File: src/rtl/blob_frame_sequencer_if.sv
// Pixel/frame bus between the sync controller, the frame sequencer and the
// grayscale/blob datapath.
//   i_grayscale_start : processing-enable level from the sync controller
//   i_VGA_VSYNC       : raw VGA vertical sync
//   i_pix_valid       : one active pixel presented this cycle
//   o_pix_en/x/y      : registered pixel accept and its coordinates
//   o_frame_start/done/err : one-cycle frame pulses
//   o_frame_cnt       : completed frames, wrapping
//   o_busy            : a frame window is open (running or draining)
// master = sync controller side (drives i_*), slave = the sequencer.
interface blob_frame_sequencer_if #(
    parameter int FRAME_CNT_W = 16
);
    logic                   i_grayscale_start;
    logic                   i_VGA_VSYNC;
    logic                   i_pix_valid;
    logic                   o_pix_en;
    logic [9:0]             o_pix_x;
    logic [9:0]             o_pix_y;
    logic                   o_frame_start;
    logic                   o_frame_done;
    logic                   o_frame_err;
    logic [FRAME_CNT_W-1:0] o_frame_cnt;
    logic                   o_busy;

    modport master (
        output i_grayscale_start, i_VGA_VSYNC, i_pix_valid,
        input  o_pix_en, o_pix_x, o_pix_y, o_frame_start, o_frame_done,
               o_frame_err, o_frame_cnt, o_busy
    );

    modport slave (
        input  i_grayscale_start, i_VGA_VSYNC, i_pix_valid,
        output o_pix_en, o_pix_x, o_pix_y, o_frame_start, o_frame_done,
               o_frame_err, o_frame_cnt, o_busy
    );
endinterface

File: src/rtl/blob_frame_sequencer.sv
// Frame-aligned sequencer: turns the grayscale start level plus VSYNC into
// whole-frame processing windows, numbers accepted pixels with x/y and
// reports frame start/done/error and a completed-frame count.
// Ports: i_clk (pixel clock), i_rst_n (async, active-low), bus (slave side of
// blob_frame_sequencer_if, see that file for the signal list).
//
// state   | meaning
// S_IDLE  | processing disabled, pixels ignored
// S_ARM   | start seen, waiting for the next frame boundary
// S_RUN   | inside a frame, counting pixels
// S_DRAIN | start dropped, finishing the current frame
module blob_frame_sequencer #(
    parameter int H_ACTIVE         = 640,
    parameter int V_ACTIVE         = 480,
    parameter int FRAME_CNT_W      = 16,
    parameter bit VSYNC_ACTIVE_LOW = 1'b1
) (
    input  logic                           i_clk,
    input  logic                           i_rst_n,
    blob_frame_sequencer_if.slave          bus
);
    typedef enum logic [1:0] {S_IDLE, S_ARM, S_RUN, S_DRAIN} state_t;

    localparam logic [9:0] X_LAST = 10'(H_ACTIVE - 1);
    localparam logic [9:0] Y_LAST = 10'(V_ACTIVE - 1);

    state_t                 state_q, state_d;
    logic                   vs_q;
    logic [9:0]             x_q, x_d, y_q, y_d;
    logic                   full_q, full_d, ovf_q, ovf_d;
    logic                   pix_en_q, pix_en_d;
    logic [9:0]             pix_x_q, pix_x_d, pix_y_q, pix_y_d;
    logic                   fs_q, fs_d, fd_q, fd_d, fe_q, fe_d;
    logic [FRAME_CNT_W-1:0] cnt_q, cnt_d;
    logic                   busy_q, busy_d;
    logic                   boundary, counting, clear;

    assign boundary = VSYNC_ACTIVE_LOW ? (vs_q & ~bus.i_VGA_VSYNC)
                                       : (~vs_q & bus.i_VGA_VSYNC);

    always_comb begin
        state_d  = state_q;
        x_d      = x_q;
        y_d      = y_q;
        full_d   = full_q;
        ovf_d    = ovf_q;
        pix_en_d = 1'b0;
        pix_x_d  = pix_x_q;
        pix_y_d  = pix_y_q;
        fs_d     = 1'b0;
        fd_d     = 1'b0;
        fe_d     = 1'b0;
        cnt_d    = cnt_q;
        clear    = 1'b0;
        counting = (state_q == S_RUN) || (state_q == S_DRAIN);

        // Pixel accounting happens before the frame-close check so that a
        // pixel in the boundary cycle still belongs to the ending frame.
        if (counting && bus.i_pix_valid) begin
            if (full_q) begin
                ovf_d = 1'b1;
            end else begin
                pix_en_d = 1'b1;
                pix_x_d  = x_q;
                pix_y_d  = y_q;
                if (x_q == X_LAST) begin
                    x_d = 10'd0;
                    y_d = y_q + 10'd1;
                    if (y_q == Y_LAST) full_d = 1'b1;
                end else begin
                    x_d = x_q + 10'd1;
                end
            end
        end

        if (counting && boundary) begin
            fd_d  = 1'b1;
            fe_d  = ~full_d | ovf_d;
            cnt_d = cnt_q + 1'b1;
        end

        case (state_q)
            S_IDLE: if (bus.i_grayscale_start) state_d = S_ARM;
            S_ARM: begin
                if (!bus.i_grayscale_start) begin
                    state_d = S_IDLE;
                end else if (boundary) begin
                    state_d = S_RUN;
                    clear   = 1'b1;
                    fs_d    = 1'b1;
                end
            end
            S_RUN: begin
                if (boundary) begin
                    if (bus.i_grayscale_start) begin
                        clear = 1'b1;
                        fs_d  = 1'b1;
                    end else begin
                        state_d = S_IDLE;
                    end
                end else if (!bus.i_grayscale_start) begin
                    state_d = S_DRAIN;
                end
            end
            S_DRAIN: begin
                if (boundary) state_d = S_IDLE;
                else if (bus.i_grayscale_start) state_d = S_RUN;
            end
            default: state_d = S_IDLE;
        endcase

        if (clear) begin
            x_d    = 10'd0;
            y_d    = 10'd0;
            full_d = 1'b0;
            ovf_d  = 1'b0;
        end

        busy_d = (state_d == S_RUN) || (state_d == S_DRAIN);
    end

    always_ff @(posedge i_clk or negedge i_rst_n) begin
        if (!i_rst_n) begin
            state_q  <= S_IDLE;
            vs_q     <= VSYNC_ACTIVE_LOW;
            x_q      <= 10'd0;
            y_q      <= 10'd0;
            full_q   <= 1'b0;
            ovf_q    <= 1'b0;
            pix_en_q <= 1'b0;
            pix_x_q  <= 10'd0;
            pix_y_q  <= 10'd0;
            fs_q     <= 1'b0;
            fd_q     <= 1'b0;
            fe_q     <= 1'b0;
            cnt_q    <= '0;
            busy_q   <= 1'b0;
        end else begin
            state_q  <= state_d;
            vs_q     <= bus.i_VGA_VSYNC;
            x_q      <= x_d;
            y_q      <= y_d;
            full_q   <= full_d;
            ovf_q    <= ovf_d;
            pix_en_q <= pix_en_d;
            pix_x_q  <= pix_x_d;
            pix_y_q  <= pix_y_d;
            fs_q     <= fs_d;
            fd_q     <= fd_d;
            fe_q     <= fe_d;
            cnt_q    <= cnt_d;
            busy_q   <= busy_d;
        end
    end

    assign bus.o_pix_en      = pix_en_q;
    assign bus.o_pix_x       = pix_x_q;
    assign bus.o_pix_y       = pix_y_q;
    assign bus.o_frame_start = fs_q;
    assign bus.o_frame_done  = fd_q;
    assign bus.o_frame_err   = fe_q;
    assign bus.o_frame_cnt   = cnt_q;
    assign bus.o_busy        = busy_q;
endmodule

File: src/flat_wrapper.sv
// flat-port wrapper written by rule: the top's interface ports become plain ports
module blob_frame_sequencer_flat 
#(
    parameter int H_ACTIVE         = 640,
    parameter int V_ACTIVE         = 480,
    parameter int FRAME_CNT_W      = 16,
    parameter bit VSYNC_ACTIVE_LOW = 1'b1
)
  (i_clk, i_rst_n, bus_i_grayscale_start, bus_i_VGA_VSYNC, bus_i_pix_valid, bus_o_pix_en, bus_o_pix_x, bus_o_pix_y, bus_o_frame_start, bus_o_frame_done, bus_o_frame_err, bus_o_frame_cnt, bus_o_busy);
  blob_frame_sequencer_if #(.FRAME_CNT_W(FRAME_CNT_W)) bus_i ();
  input  logic i_clk;
  input  logic i_rst_n;
  input wire logic [$bits(bus_i.i_grayscale_start)-1:0] bus_i_grayscale_start;
  input wire logic [$bits(bus_i.i_VGA_VSYNC)-1:0] bus_i_VGA_VSYNC;
  input wire logic [$bits(bus_i.i_pix_valid)-1:0] bus_i_pix_valid;
  output wire logic [$bits(bus_i.o_pix_en)-1:0] bus_o_pix_en;
  output wire logic [$bits(bus_i.o_pix_x)-1:0] bus_o_pix_x;
  output wire logic [$bits(bus_i.o_pix_y)-1:0] bus_o_pix_y;
  output wire logic [$bits(bus_i.o_frame_start)-1:0] bus_o_frame_start;
  output wire logic [$bits(bus_i.o_frame_done)-1:0] bus_o_frame_done;
  output wire logic [$bits(bus_i.o_frame_err)-1:0] bus_o_frame_err;
  output wire logic [$bits(bus_i.o_frame_cnt)-1:0] bus_o_frame_cnt;
  output wire logic [$bits(bus_i.o_busy)-1:0] bus_o_busy;
  assign bus_i.i_grayscale_start = bus_i_grayscale_start;
  assign bus_i.i_VGA_VSYNC = bus_i_VGA_VSYNC;
  assign bus_i.i_pix_valid = bus_i_pix_valid;
  assign bus_o_pix_en = bus_i.o_pix_en;
  assign bus_o_pix_x = bus_i.o_pix_x;
  assign bus_o_pix_y = bus_i.o_pix_y;
  assign bus_o_frame_start = bus_i.o_frame_start;
  assign bus_o_frame_done = bus_i.o_frame_done;
  assign bus_o_frame_err = bus_i.o_frame_err;
  assign bus_o_frame_cnt = bus_i.o_frame_cnt;
  assign bus_o_busy = bus_i.o_busy;
  blob_frame_sequencer #(.H_ACTIVE(H_ACTIVE), .V_ACTIVE(V_ACTIVE), .FRAME_CNT_W(FRAME_CNT_W), .VSYNC_ACTIVE_LOW(VSYNC_ACTIVE_LOW)) u_core (.i_clk(i_clk), .i_rst_n(i_rst_n), .bus(bus_i));
endmodule
File: config.mk
export PLATFORM = sky130hd
export DESIGN_NAME = blob_frame_sequencer_flat
export DESIGN_NICKNAME = d
export VERILOG_FILES = /design/src/rtl/blob_frame_sequencer_if.sv /design/src/rtl/blob_frame_sequencer.sv /design/src/flat_wrapper.sv
export SDC_FILE = /design/constraint.sdc
export NUM_CORES = 1
export LEC_CHECK = 0
export BUFFER_PORTS_ARGS = -buffer_cell sky130_fd_sc_hd__buf_2
export CAP_MARGIN = 20
export CELL_PAD_IN_SITES_DETAIL_PLACEMENT = 1
export CELL_PAD_IN_SITES_GLOBAL_PLACEMENT = 1
export CORE_MARGIN = 3
export CORE_UTILIZATION = 47
export CTS_CLUSTER_DIAMETER = 30
export DETAILED_ROUTE_END_ITERATION = 16
export GPL_TIMING_DRIVEN = 0
export HOLD_SLACK_MARGIN = 0.06
export PLACE_DENSITY_LB_ADDON = 0.1
export SLEW_MARGIN = 15
export SYNTH_ARGS = -nofsm -noshare
export SYNTH_HDL_FRONTEND = slang
export SYNTH_SLANG_ARGS = --single-unit
File: constraint.sdc
create_clock -name i_clk -period 5.17 [get_ports i_clk]
set_clock_uncertainty 0.2 [all_clocks]
set_input_delay 0.7755 -clock i_clk [delete_from_list [all_inputs] [get_ports i_clk]]
set_output_delay 0.7755 -clock i_clk [all_outputs]
set_load 0.05 [all_outputs]
==> impl_metrics.env <==
export IMPL_status="complete, no violations"
export IMPL_n_fill_cell=719
export IMPL_clockBufferDepth=2
export IMPL_hpwl_mm=4.96
export IMPL_synth_cells=299
export IMPL_antenna_found_initial=0
export IMPL_post_route_util=0.592
export IMPL_vdd_drop_max_mv=0.291
export IMPL_critPathKind="flip-flop to flip-flop"
export IMPL_syn_nets=311
export IMPL_synth_most_common_cell="nand2_1"
export IMPL_relSlewSlack=0.525
export IMPL_cts_hold_repair_buffers=0
export IMPL_fin_crit_sh=0.452
export IMPL_max_freq_mhz=428
export IMPL_synth_main_ff_cell="dfrtp_1"
export IMPL_ys_warn_count=0
export IMPL_synth_top_area_cell="dfrtp_1"
export IMPL_grt_util_met1=0.271
export IMPL_setup_viol=0
export IMPL_synthArstFlopShare=1.00
export IMPL_slew_violations=0
export IMPL_period_needed_ns=2.34
export IMPL_fin_setup_tns_ns=0
export IMPL_post_drt_wl_per_cell_um=16.2
export IMPL_area_sequential_sq_um=1650
export IMPL_hp_class="primary input to asynchronous set/reset pin"
export IMPL_avgSynthCellArea_sq_um=10.1
export IMPL_pin_count=46
export IMPL_track_usage=0.216
export IMPL_finalNetCount=368
export IMPL_grt_pass1_vias=2562
export IMPL_reg2reg_depth=9
export IMPL_grtUsageMet2=0.362
export IMPL_chipHeight_um=86.2
export IMPL_ys_ff_latch=66
export IMPL_r2r_end="u_core.bus.o_pix_y[2]"
export IMPL_drt_iter0_drc=113
export IMPL_r2r_setup_slack_ns=2.83
export IMPL_crit_arrival_ns=2.42
export IMPL_clkLatencyLatePin_ns=0.34
export IMPL_firstDrtPassIters=4
export IMPL_grt_max_degree=42
export IMPL_cts_tree="yes"
export IMPL_required_ns=5.25
export IMPL_root_buffer="clkbuf_8"
export IMPL_viasPerCell=5.52
export IMPL_reg2reg_from="u_core.state_q[0]"
export IMPL_drc=0
export IMPL_drive_above_1_share=0.213
export IMPL_synthesis_area_sq_um=3030
export IMPL_worst_slack_ns=2.83
export IMPL_synth_edf_count=0
export IMPL_multi_input_area_sq_um=1310
export IMPL_ant_nets=0
export IMPL_initial_utilization=0.499
export IMPL_cts_setup_buffers=0
export IMPL_yosysSeqAreaShare=0.546
export IMPL_placed_area_sq_um=3370
export IMPL_die_area_sq_um=7440
export IMPL_grt_busiest_layer="met2"
export IMPL_grt_remaining_overflow=0
export IMPL_area_growth_pct=18.5
export IMPL_clock_sinks=66
export IMPL_cts_resized=0
export IMPL_rsz0062_at_grt="no"
export IMPL_crit_fanout=10
export IMPL_synth_common_cells="nand2_1, dfrtp_1, nand3_1, xnor2_1, a21oi_1"
export IMPL_n_antenna_cell=0
export IMPL_hold_viol=0
export IMPL_cts_buffers=9
export IMPL_port_buffer_count=45
export IMPL_htreeDepth=3
export IMPL_clk_pin_slew_ns=0.07
export IMPL_final_area_sq_um=3590
export IMPL_cellLeakagePower_nw=1.89
export IMPL_yosys_area_top_type_share=0.537
export IMPL_endpoint_kind="flip-flop"
export IMPL_grt_first_pass_wirelength_mm=12.5
export IMPL_synth_cell_type_count=41
export IMPL_post_place_ws_ns=2.58
export IMPL_maxCapViolations=0
export IMPL_die_x_um=86.2
export IMPL_yosys_top_cells_area="dfrtp_1, nand2_1, xnor2_1"
export IMPL_drt_wl_total_mm=7.06
export IMPL_gp_congestion=0.747
export IMPL_gr_usage_met3=0.0371
export IMPL_core_area_sq_um=6060
export IMPL_tightest_slew_ns=0.707
export IMPL_placementRows=28
export IMPL_cellPowerDensity_nw_per_um2=368
export IMPL_dr_total_vias=2405
export IMPL_start_kind="flip-flop"
-- layer usage --
layer / vias up / routed length, um / share of wire
li1: 1137 / - / -
met1: 1217 / 3070 / 0.43
met2: 40 / 3590 / 0.51
met3: 11 / 250 / 0.035
met4: 0 / 152 / 0.022
met5: - / 0 / 0
-- cells in the final DEF (no fill, tap or decap), types with 2 or more instances in the layout --
master	netlist	final
a21oi_1	13	13
and3_1	6	6
and4_1	4	4
buf_2	6	50
bufinv_16	0	2
clkbuf_1	5	6
clkbuf_8	0	10
clkinv_2	0	2
dfrtp_1	65	65
ha_1	7	7
inv_1	4	4
mux2_2	2	2
mux2i_1	6	6
nand2_1	75	75
nand2b_1	9	9
nand3_1	15	15
nand4_1	10	10
nor2_1	9	9
nor3_1	5	5
nor4_1	2	2
o21ai_0	8	8
o31ai_1	4	4
or3_1	3	3
or4_1	3	3
xnor2_1	14	14
xor2_1	6	6
-- sequential cells by signal, summed over array words and instances, names as in the netlist, 2 cells and up --
name,flops
u_core.y_q,10
u_core.bus.o_frame_cnt,16
u_core.x_q,10
u_core.state_q,2
u_core.bus.o_pix_y,10
u_core.bus.o_pix_x,10
-- worst max path at each step --
stage	from	end	cells past startpoint
2_1_floorplan	bus_i_VGA_VSYNC	u_core.ovf_q	6
3_3_place_gp	bus_i_VGA_VSYNC	u_core.ovf_q	7
3_5_place_dp	bus_i_VGA_VSYNC	u_core.y_q[4]	7
4_1_cts	u_core.state_q[0]	u_core.bus.o_pix_y[2]	9
5_1_grt	u_core.state_q[1]	u_core.x_q[2]	6
6_report	u_core.state_q[0]	u_core.bus.o_pix_y[2]	9
-- report_power, final --
| part | total (mW) | internal (mW) | switching [mW] |
|---|---|---|---|
| clock | 0.480 | 0.283 | 0.197 |
| sequential | 0.583 | 0.550 | 0.0328 |
| combinational | 0.256 | 0.0702 | 0.186 |
| total | 1.32 | 0.903 | 0.416 |
-- area by class of cell --
| class | instances | share of cell area |
|---|---|---|
| clock inverter | 5 | 0.0216 |
| buffer | 11 | 0.0136 |
| tap | 75 | 0.0262 |
| clock buffer | 11 | 0.0394 |
| inverter | 5 | 0.00523 |
| timing repair buffer | 46 | 0.0691 |
| sequential | 66 | 0.461 |
| multi-input combinational | 217 | 0.364 |
-- worst max-delay path: stages (launching register included) --
cell	delay [ns]
dfrtp_1	0.42
inv_1	0.13
ha_1	0.31
o21a_4	0.21
nand2b_1	0.08
buf_2	0.19
inv_2	0.14
clkbuf_1	0.39
nand2_1	0.12
nand2_1	0.09
-- cells by family after synthesis --
family	after synthesis	synth area share
DFF	66	0.546
buffers and inverters	16	0.0223
adders and majority gates	7	0.0289
AOI/OAI and AO/OA	31	0.0637
xor gates and xnor gates	20	0.0579
and+or+nand+nor	151	0.254
muxes	8	0.0273
-- metrics by stage --
stage | total power, mW | cells | hold WS (ns)
floorplan | 0.769 | 299 | 0.247
global placement | 0.837 | 419 | 0.253
detailed placement | 0.851 | 420 | 0.258
CTS | 1.34 | 436 | 0.132
global route | 1.39 | 436 | 0.157
finish | 1.32 | 436 | 0.135
Power figures use the tool's default switching activity.
